[src/rtl/spi_frame_controller.sv]
// SPI write-frame sequencer: oversamples raw SPI pins on clk, frames cs_n-delimited
// transactions, validates them and issues one valid/ready write per accepted frame.
module spi_frame_controller #(
  parameter int SYNC_STAGES = 2,
  parameter int FRAME_BITS  = 16,
  parameter int MAX_ADDR    = 4
) (
  input  logic       clk,
  input  logic       rst_n,
  input  logic       sclk,
  input  logic       cs_n,
  input  logic       copi,
  output logic       wr_valid,
  input  logic       wr_ready,
  output logic [6:0] wr_addr,
  output logic [7:0] wr_data,
  output logic       frame_done,
  output logic       busy,
  output logic [7:0] err_count
);

  localparam int CNT_W = $clog2(FRAME_BITS + 2);
  localparam logic [CNT_W-1:0] CNT_FULL = CNT_W'(FRAME_BITS);
  localparam logic [CNT_W-1:0] CNT_OVR  = CNT_W'(FRAME_BITS + 1);
  localparam logic [6:0]       ADDR_MAX = 7'(MAX_ADDR);

  typedef enum logic [1:0] {IDLE, SHIFT, CHECK} state_t;

  logic [SYNC_STAGES-1:0] sclk_sync_q, cs_sync_q, copi_sync_q;
  logic                   sclk_prev_q;
  logic                   sclk_s, cs_n_s, copi_s, sclk_rise;

  state_t                  state_q;
  logic [CNT_W-1:0]        bit_cnt_q;
  logic [FRAME_BITS-1:0]   shreg_q;
  logic                    wr_valid_q, frame_done_q, busy_q;
  logic [6:0]              wr_addr_q;
  logic [7:0]              wr_data_q, err_q;
  logic [6:0]              addr_field;
  logic                    slot_blocked;

  // cs_n synchronizer resets high so a reset never looks like a frame start
  always_ff @(posedge clk or negedge rst_n) begin
    if (!rst_n) begin
      sclk_sync_q <= '0;
      cs_sync_q   <= '1;
      copi_sync_q <= '0;
      sclk_prev_q <= 1'b0;
    end else begin
      sclk_sync_q <= {sclk_sync_q[SYNC_STAGES-2:0], sclk};
      cs_sync_q   <= {cs_sync_q[SYNC_STAGES-2:0], cs_n};
      copi_sync_q <= {copi_sync_q[SYNC_STAGES-2:0], copi};
      sclk_prev_q <= sclk_sync_q[SYNC_STAGES-1];
    end
  end

  assign sclk_s       = sclk_sync_q[SYNC_STAGES-1];
  assign cs_n_s       = cs_sync_q[SYNC_STAGES-1];
  assign copi_s       = copi_sync_q[SYNC_STAGES-1];
  assign sclk_rise    = sclk_s & ~sclk_prev_q;
  assign addr_field   = shreg_q[FRAME_BITS-2 -: 7];
  assign slot_blocked = wr_valid_q & ~wr_ready;

  always_ff @(posedge clk or negedge rst_n) begin
    if (!rst_n) begin
      state_q      <= IDLE;
      bit_cnt_q    <= '0;
      shreg_q      <= '0;
      wr_valid_q   <= 1'b0;
      wr_addr_q    <= '0;
      wr_data_q    <= '0;
      frame_done_q <= 1'b0;
      busy_q       <= 1'b0;
      err_q        <= '0;
    end else begin
      frame_done_q <= 1'b0;
      if (wr_valid_q && wr_ready) wr_valid_q <= 1'b0;

      case (state_q)
        IDLE: begin
          if (!cs_n_s) begin
            state_q   <= SHIFT;
            bit_cnt_q <= '0;
            shreg_q   <= '0;
            busy_q    <= 1'b1;
          end
        end
        SHIFT: begin
          // a final edge coincident with cs_n rising is still captured
          if (sclk_rise) begin
            shreg_q <= {shreg_q[FRAME_BITS-2:0], copi_s};
            if (bit_cnt_q != CNT_OVR) bit_cnt_q <= bit_cnt_q + 1'b1;
          end
          if (cs_n_s) begin
            state_q      <= CHECK;
            frame_done_q <= 1'b1;
          end
        end
        CHECK: begin
          state_q <= IDLE;
          busy_q  <= 1'b0;
          if (bit_cnt_q != CNT_FULL) begin
            if (err_q != 8'hFF) err_q <= err_q + 1'b1;
          end else if (!shreg_q[FRAME_BITS-1]) begin
            // read frames are ignored without counting an error
          end else if (addr_field > ADDR_MAX || slot_blocked) begin
            if (err_q != 8'hFF) err_q <= err_q + 1'b1;
          end else begin
            wr_valid_q <= 1'b1;
            wr_addr_q  <= addr_field;
            wr_data_q  <= shreg_q[7:0];
          end
        end
        default: state_q <= IDLE;
      endcase
    end
  end

  assign wr_valid   = wr_valid_q;
  assign wr_addr    = wr_addr_q;
  assign wr_data    = wr_data_q;
  assign frame_done = frame_done_q;
  assign busy       = busy_q;
  assign err_count  = err_q;

endmodule

[config.mk]
export PLATFORM = sky130hd
export DESIGN_NAME = spi_frame_controller
export DESIGN_NICKNAME = d
export VERILOG_FILES = /design/src/rtl/spi_frame_controller.sv
export SDC_FILE = /design/constraint.sdc
export NUM_CORES = 1
export LEC_CHECK = 0
export BUFFER_PORTS_ARGS = -buffer_cell sky130_fd_sc_hd__buf_4
export CAP_MARGIN = 15
export CORE_UTILIZATION = 50
export CTS_CLUSTER_DIAMETER = 50
export DETAILED_ROUTE_END_ITERATION = 8
export GPL_ROUTABILITY_DRIVEN = 1
export PLACE_DENSITY = 0.81
export SLEW_MARGIN = 0
export SYNTH_ARGS = -nofsm -noshare
export SYNTH_HDL_FRONTEND = slang
export SYNTH_SLANG_ARGS = --single-unit
[constraint.sdc]
create_clock -name clk -period 2.7 [get_ports clk]
set_input_delay 0.405 -clock clk [delete_from_list [all_inputs] [get_ports clk]]
set_output_delay 0.405 -clock clk [all_outputs]
set_load 0.01 [all_outputs]
==> Word-level counts from Yosys, hierarchy flattened <==
Index checks and enable logic that the tools add are counted.
{ "word_totals": {"out_inout_bits": 26, "ff_bits": 56, "elab_cells": 67, "in_bits": 6} }
{ "op_classes": {"bitwise": 6, "reduce_logical": 13, "n_addsub": 2, "eq_ne": 9, "muxes": 23, "magnitude_cmp": 1} }
{ "ops": {"columns": ["cell", "n"], "rows": [
  ["$mux 16", 2],
  ["$mux 8", 4],
  ["$pmux 16 s2", 1],
  ["$mux 5", 3],
  ["$ne 5x5->1 const B", 2],
  ["$pmux 5 s2", 1],
  ["$add 8x1->8 const B", 1],
  ["$mux 1", 8],
  ["$ne 2x2->1 const B", 4],
  ["$ne 8x8->1 const B", 1],
  ["$reduce_and 4->1", 2],
  ["$reduce_bool 2->1", 4],
  ["$gt 7x3->1 const B", 1],
  ["$reduce_and 3->1", 2],
  ["$add 5x1->5 const B", 1],
  ["$mux 2", 2],
  ["$not 1->1", 4],
  ["$pmux 2 s2", 1],
  ["$reduce_and 2->1", 2],
  ["$and 1x1->1", 2],
  ["$eq 2x1->1 const B", 1],
  ["$eq 2x2->1 const B", 1],
  ["$logic_not 2->1", 1],
  ["$pmux 1 s2", 1],
  ["2 further kinds", 2]
]} }

==> Longest topological paths before layout <==
Gate-level depths: netlist of run 1.
{ "depth": {"ltp_word": 7, "ltp_mapped": 7, "mapped_depth_nobuf": 6} }

==> Worst setup path after synthesis of run 1 <==
OpenSTA, ideal clock, no wires.
{ "synth_path": {"kind": "reg-to-reg", "startpoint": "register bit_cnt_q[0]", "endpoint": "register wr_data_q[0] (netlist: wr_data[0])", "n_path_buf": 1, "arrival_time_ns": 2.172, "required_ns": 2.575, "stages_incl_launch_ff": 8, "path_slack_ns": 0.403, "setup_time_ns": 0.125, "synth_period_minus_slack_ns": 2.297, "cell_sequence": "dfrtp_1 -> inv_1 -> ha_1 -> or4bb_1 -> or4_4 -> nor2_8 -> buf_8 -> mux2_4"} }
{ "synth_via": {"elab_chain_len": 3} }
{ "synth_rtl": {"columns": ["element", "line", "text"], "rows": [
  ["from (decl)", "34", "logic [CNT_W-1:0] bit_cnt_q;"],
  ["from (signal assigned)", "92", "if (bit_cnt_q != CNT_OVR) bit_cnt_q <= bit_cnt_q + 1'b1;"],
  ["$ne 5x5->1", "102", "if (bit_cnt_q != CNT_FULL) begin"],
  ["$not 1->1 (no line)", null, null],
  ["$reduce_and 4->1 (no line)", null, null],
  ["to (signal assigned)", "111", "wr_data_q <= shreg_q[7:0];"],
  ["to (decl)", "38", "logic [7:0] wr_data_q, err_q;"]
]} }
Every way passes these cells.
A chain may end at the register's enable or synchronous reset.

==> Worst setup path in the final report of run 1 <==
{ "layout_path": {"startpoint": "register bit_cnt_q[0]", "endpoint": "register wr_addr_q[2] (netlist: wr_addr[2])"} }
{ "layout_via": {"elab_chain_len": 3} }
{ "layout_rtl": {"columns": ["element", "line", "text"], "rows": [
  ["$ne 5x5->1", "102", null],
  ["$not 1->1 (no line)", null, null],
  ["$reduce_and 4->1 (no line)", null, null],
  ["to (signal assigned)", "110", "wr_addr_q <= addr_field;"],
  ["to (decl)", "37", "logic [6:0] wr_addr_q;"]
]} }
Every way passes these cells.

==> run metrics, run 1 <==
result of the run completed; combined buffer and inverter count along the critical path 1; vias 1460; post-synth design cell area 2300 um^2; critical path endpoint category flip-flop; Critical Path Max Stage Delay 0.54 ns; placeable core region 4380 um^2; via count of the first global-routing pass 1481; crit share post-route 90.8%; Antenna Cells 0; DRC violations left 0; Post-CTS Repair Setup Buffers 0; detailed placer's ending HPWL 2.50 mm; path category of the worst min-delay check input port to asynchronous set/reset pin; number of I/O port buffers 31; count of routing violations after the opening detailed-route iteration 116; quantity of gates resized following cts 0; antenna violations before repair 0; reg-to-reg startpoint bit_cnt_q[0]; dominant combinational cell family by area after synthesis simple AND/OR/NAND/NOR gates; final clock skew 0.00795 ns; number of max-cap violations 0; cell area after placement 2580 um^2; compound-cell area share of the yosys netlist 6.86%; global-route wire length before repair 6.50 mm; power per unit of standard cell area 634 nW/um^2; source of the critical timing path bit_cnt_q[0]; clock-pin slew on the worst setup and hold paths 0.10 ns; Final TNS setup 0 ns; synthesized area per cell 11.9 um^2; CTS Root Cell clkbuf_8; crit path max-delay cell type or4bb_1; distinct cell type count of the synthesized netlist 36; final number of hold-violating endpoints 0; buffer depth of the longest clock path 2; kind of critical path flip-flop to flip-flop; largest net degree at the start of global routing 57; post-route standard cell area excluding fillers 2690 um^2; clock share of power 32.3%; worst slew margin relative to its limit 49.3%; fin crit period 2.45 ns; crit-path max FO 15; critical path cell sequence inv_1 > ha_1 > or4bb_1 > or4_4 > nor2_8 > mux2_2; effective utilization at floorplan 52.4%; overall die area 4870 um^2; last weighted congestion value of the routability-driven placer 0.795; TritonRoute pass-1 iters 6; Post-Syn Instances 193; Horiz. Die Dim 69.8 um; async set-or-reset flop fraction in the synthesized netlist 100%; portion of the post-synthesis area used by sequential elements 61.1%; type of origin of the critical path flip-flop; Max Fclk 0.408 GHz; I/O pin cnt 32; final WL 3.70 mm; dominant delay contributor by cell family on the critical path simple AND/OR/NAND/NOR gates; actual slew at the worst max-slew pin 0.761 ns; number of inserted filler cells in the final layout 352; post-synthesis to final-layout area growth 17.1%; Yosys Warn Count 0; setup repair after global routing missed its margin no; leakage power summed over all cells 1.29 nW; height of the die 69.8 um; Final Setup Violations 0; number of nets still failing antenna checks after routing 0; share of synthesized cell area in full adder, half adder and majority cells 2.18%; Worst EP arrival 2.65 ns; CTS HTree Levels 2; Post-synth top flop dfrtp_1; Synthesized Nets 203; net count of the finished layout 237; Sequential Power Share 55.7%; area share of xor/xnor cells in the synthesized design 3.43%; Switch Pwr 0.438 mW; later-pin clock latency in the skew report 0.31 ns; global router's overall resource usage 16.9%; Int Power 1.27 mW; quantity of hold-fixing buffers added after cts 0; Comb power frac 12.0%; per-cell routed wire length 13.2 um; Seq cells post-synth 56; number of max-slew violations in the final report 0; peak supply drop 0.000336 V; number of buffers inserted during clock tree synthesis 5; CTS tree done; routed via count divided by cell count 5.21; number of clock sinks 56; EDFF count, synth 0; endpoint required time on the critical path 2.90 ns; share of cells above drive strength 1 26.3%; number of core rows 24; multiplexer area fraction after synthesis 6.86%; total congestion overflow 0; net switching fraction of the power 25.6%; fraction of the mapped netlist area in simple logic gates 17.3%
final cells by class:
| class | count | area [um^2] | share of cell area (%) |
|---|---|---|---|
| clock inverters | 2 | 38.8 | 1.44 |
| well taps | 52 | 65.1 | 2.42 |
| flip-flops and latches | 56 | 1400 | 52.1 |
| inverters | 4 | 15.0 | 0.558 |
| multi-input cells | 126 | 842 | 31.3 |
| repair buffers | 34 | 255 | 9.48 |
| clock buffers | 6 | 72.6 | 2.70 |
worst reg2reg max path, cell delays in order (launching register included):
cell     delay [ns]
dfrtp_1        0.42
inv_1          0.10
ha_1           0.14
or4bb_1        0.54
or4_4          0.49
nor2_8         0.28
mux2_2         0.38
sequential cells by signal (all words and copies together), names as in the netlist:
signal	cells
bit_cnt_q	5
shreg_q	16
frame_done	1
cs_sync_q	2
wr_data	8
err_count	8
sclk_sync_q	2
sclk_prev_q	1
busy	1
copi_sync_q	2
state_q	2
wr_valid	1
wr_addr	7
per-layer routing:
layer	GRT usage (%)	up-vias	routed length (um)	part of all wire, %
met4	5.33	0	46	1.2
met2	28.3	37	1730	47
met5	0	-	0	0
met3	3.49	7	149	4.0
met1	22.0	695	1770	48
li1	-	721	-	-
cell families (layout without fill, tap and decap cells):
kind of cell | after synthesis | count (layout)
multiplexers | 12 | 12
adder cells (fa/ha/maj) | 4 | 4
buffers and inverters | 11 | 46
AND/OR/NAND/NOR | 74 | 74
AO/OA/AOI/OAI | 27 | 27
XOR/XNOR | 9 | 9
flip-flops | 56 | 56
metrics by stage:
step / instances / hold slack [ns] / power (mW) / utilization (%) / setup WS (ns)
after CTS: 280 / 0.152 / 1.73 / 61.4 / 0.232
after floorplan: 193 / 0.109 / 1.07 / - / 0.403
after detailed placement: 272 / 0.337 / 1.18 / 58.9 / 0.251
after global placement: 272 / 0.333 / 1.17 / 58.9 / 0.308
after global routing: 280 / 0.172 / 1.79 / 61.4 / 0.122
final: 280 / 0.123 / 1.71 / 61.4 / 0.250
power groups by stage:
stage | clock network, mW | logic (mW) | registers [mW]
2_1_floorplan | 0 | 0.0970 | 0.972
3_3_place_gp | 0 | 0.201 | 0.966
6_report | 0.551 | 0.205 | 0.952
5_1_grt | 0.595 | 0.231 | 0.962
3_5_place_dp | 0 | 0.208 | 0.969
4_1_cts | 0.564 | 0.208 | 0.953
cell usage after synthesis (2+ instances only):
master     instances  area [um^2]
a2111oi_0          2         17.5
a21o_1             2         15.0
a21oi_1            2         10.0
and2_1             2         12.5
clkbuf_1           6         22.5
dfrtp_1           54         1350
dfstp_2            2         52.6
ha_1               4         50.1
inv_1              4         15.0
mux2_2             6         67.6
mux2_4             6         90.1
nand2_1           36          135
nand3_1            6         30.0
nand3b_1           2         15.0
nor2_1             4         15.0
nor2b_1            7         43.8
nor3_1             2         10.0
nor4_1             3         18.8
o21ai_0           18         90.1
or4_4              2         22.5
xnor2_1            2         17.5
xor2_1             7         61.3
cell usage in the layout (no fill, tap or decap), types with 2 or more instances in the layout:
cell | synthesis | layout
xnor2_1 | 2 | 2
nand2_1 | 36 | 36
nand3b_1 | 2 | 2
xor2_1 | 7 | 7
dfstp_2 | 2 | 2
inv_1 | 4 | 4
nor2_1 | 4 | 4
a2111oi_0 | 2 | 2
mux2_2 | 6 | 6
nor3_1 | 2 | 2
nor4_1 | 3 | 3
ha_1 | 4 | 4
nor2b_1 | 7 | 7
mux2_4 | 6 | 6
dfrtp_1 | 54 | 54
a21o_1 | 2 | 2
nand3_1 | 6 | 6
or4_4 | 2 | 2
clkbuf_8 | 0 | 5
o21ai_0 | 18 | 18
and2_1 | 2 | 2
a21oi_1 | 2 | 2
buf_4 | 0 | 34
worst paths after layout:
kind | slack (ns) | depth (start not counted) | endpoint
max in group asynchronous | 2.13 | 1 | bit_cnt_q[1]
worst min-delay path | 0.12 | 1 | shreg_q[6]
worst max-delay path | 0.25 | 6 | wr_addr[2]
worst min register to register | 0.36 | 0 | copi_sync_q[1]
worst max register to register | 0.25 | 6 | wr_addr[2]
min in group clk | 0.20 | 1 | cs_sync_q[0]
No activity file was read; power rests on OpenSTA's default activity.
==> inputs of run 2 (changes only) <==
==> constraint.sdc (replaced) <==
create_clock -name clk -period 2.3 [get_ports clk]
set_input_delay 0.345 -clock clk [delete_from_list [all_inputs] [get_ports clk]]
set_output_delay 0.345 -clock clk [all_outputs]
set_load 0.01 [all_outputs]
==> run 2 against run 1 <==
Net effect:
- largest power group unchanged
- non-clock buffer count grew 8
- utilization grew 1.9 points
- fmax grew 9.4%
- worst setup slack lost 0.19 ns
- combinational power grew 33%
- first-iteration DRC count shrank 4.3%
- clock-buffer cell count shrank 1
==> run metrics, run 2 (synthesized netlist as in run 1, its figures left out) <==
result of the run completed; Switch Pwr 0.520 mW; number of buffers inserted during clock tree synthesis 5; CTS tree done; CTS Root Cell clkbuf_8; via count of the first global-routing pass 1501; Antenna Cells 0; kind of critical path flip-flop to flip-flop; clock-pin slew on the worst setup and hold paths 0.10 ns; global-route wire length before repair 6.86 mm; number of clock sinks 56; vias 1532; number of core rows 24; placeable core region 4380 um^2; height of the die 69.8 um; routed via count divided by cell count 5.30; share of cells above drive strength 1 30.8%; Final Setup Violations 0; worst slew margin relative to its limit 46.6%; endpoint required time on the critical path 2.50 ns; Sequential Power Share 55.1%; number of cells in the design after placement 278; setup repair after global routing missed its margin yes; last weighted congestion value of the routability-driven placer 0.738; effective utilization at floorplan 52.4%; count of routing violations after the opening detailed-route iteration 111; power per unit of standard cell area 729 nW/um^2; peak supply drop 0.000386 V; crit share post-route 97.4%; leakage power summed over all cells 1.33 nW; flip-flop count of the largest register, all copies and words added 16; crit-path max FO 6; type of origin of the critical path flip-flop; number of max-cap violations 0; Horiz. Die Dim 69.8 um; post-synthesis to final-layout area growth 20.8%; detailed placer's ending HPWL 2.51 mm; cell area after placement 2630 um^2; crit path setup slack, layout 0.0597 ns; later-pin clock latency in the skew report 0.32 ns; commonest non-fill, non-tap cells in the layout 54 x dfrtp_1, 42 x buf_4, 36 x nand2_1; final clock skew 0.0105 ns; DRC violations left 0; global router's overall resource usage 18.2%; Int Power 1.51 mW; net count of the finished layout 246; number of I/O port buffers 31; net switching fraction of the power 25.7%; number of nets still failing antenna checks after routing 0; Non-Filler Instances 289; most common library cell in the layout ignoring fill and taps dfrtp_1; buffer depth of the longest clock path 2; DP Worst Slack -0.0273 ns; fin crit period 2.24 ns; Worst EP arrival 2.44 ns; core occupancy in the finished layout 63.3%; path category of the worst min-delay check input port to asynchronous set/reset pin; total congestion overflow 0; per-cell routed wire length 13.7 um; number of max-slew violations in the final report 0; TritonRoute pass-1 iters 4; Max Fclk 0.446 GHz; actual slew at the worst max-slew pin 0.801 ns; quantity of hold-fixing buffers added after cts 0; overall die area 4870 um^2; largest net degree at the start of global routing 57; CTS HTree Levels 2; critical path endpoint category flip-flop; final number of hold-violating endpoints 0; Comb power frac 13.5%; clock share of power 31.5%; I/O pin cnt 32; antenna violations before repair 0; register bank with the most flops shreg_q; final WL 3.96 mm; post-route standard cell area excluding fillers 2780 um^2
-- run 2: cell types whose count changed in the layout (fill, tap and decap cells not counted), sizes merged --
cell / change
clkbuf: -1
clkinvlp: +1
buf: +8
inv: -1
clkinv: +1
nor2: +1
-- run 2: power by group through the flow --
stage	logic, mW	registers, mW	clock network, mW
3_5_place_dp	0.265	1.13	0
2_1_floorplan	0.114	1.14	0
3_3_place_gp	0.258	1.13	0
4_1_cts	0.266	1.11	0.652
5_1_grt	0.306	1.13	0.684
6_report	0.273	1.12	0.637
-- run 2: critical path, stage by stage (launching register included) --
cell and delay [ns]:
dfrtp_1 0.41, inv_2 0.09, ha_4 0.11, or4bb_1 0.42
or4_4 0.51, nor2_4 0.27, mux2_4 0.32
-- run 2: timing repair --
item	CTS	global route
pin swaps	4	4
resized for setup	0	4
buffers inserted	1	1
setup endpoints to repair	7	15
cloned	1	0
-- run 2: worst paths after layout --
kind | slack [ns] | endpoint | cells past startpoint | from
worst max-delay path | 0.06 | wr_data[0] | 6 | bit_cnt_q[0]
worst min-delay path | 0.06 | wr_data[6] | 1 | rst_n
worst max register to register | 0.06 | wr_data[0] | 6 | bit_cnt_q[0]
worst min register to register | 0.35 | copi_sync_q[1] | 0 | copi_sync_q[0]
max in group asynchronous | 1.79 | bit_cnt_q[2] | 1 | rst_n
min in group clk | 0.13 | cs_sync_q[0] | 1 | cs_n
-- run 2: layout make-up --
type	count	area (um^2)
fill	342	1610
sequential	56	1400
multi-input combinational	127	866
timing repair buffer	42	315
clock buffer	5	68.8
tap	52	65.1
clock inverter	3	42.5
inverter	4	15.0
-- run 2: through the flow --
step / hold slack, ns / total power, mW / TNS (ns)
3_3_place_gp: 0.332 / 1.39 / 0
6_report: 0.0600 / 2.03 / 0
2_1_floorplan: 0.0494 / 1.26 / 0
5_1_grt: 0.118 / 2.12 / -0.0340
4_1_cts: 0.0851 / 2.03 / 0
3_5_place_dp: 0.336 / 1.40 / -0.129
-- run 2: routing by layer --
metal,wire [um],part of all wire (%),vias up,track usage (%)
met5,0,0,-,0
met4,39,0.98,0,6.22
met3,144,3.6,4,5.52
met2,1940,49,25,27.4
met1,1830,46,754,25.2
li1,-,-,749,-
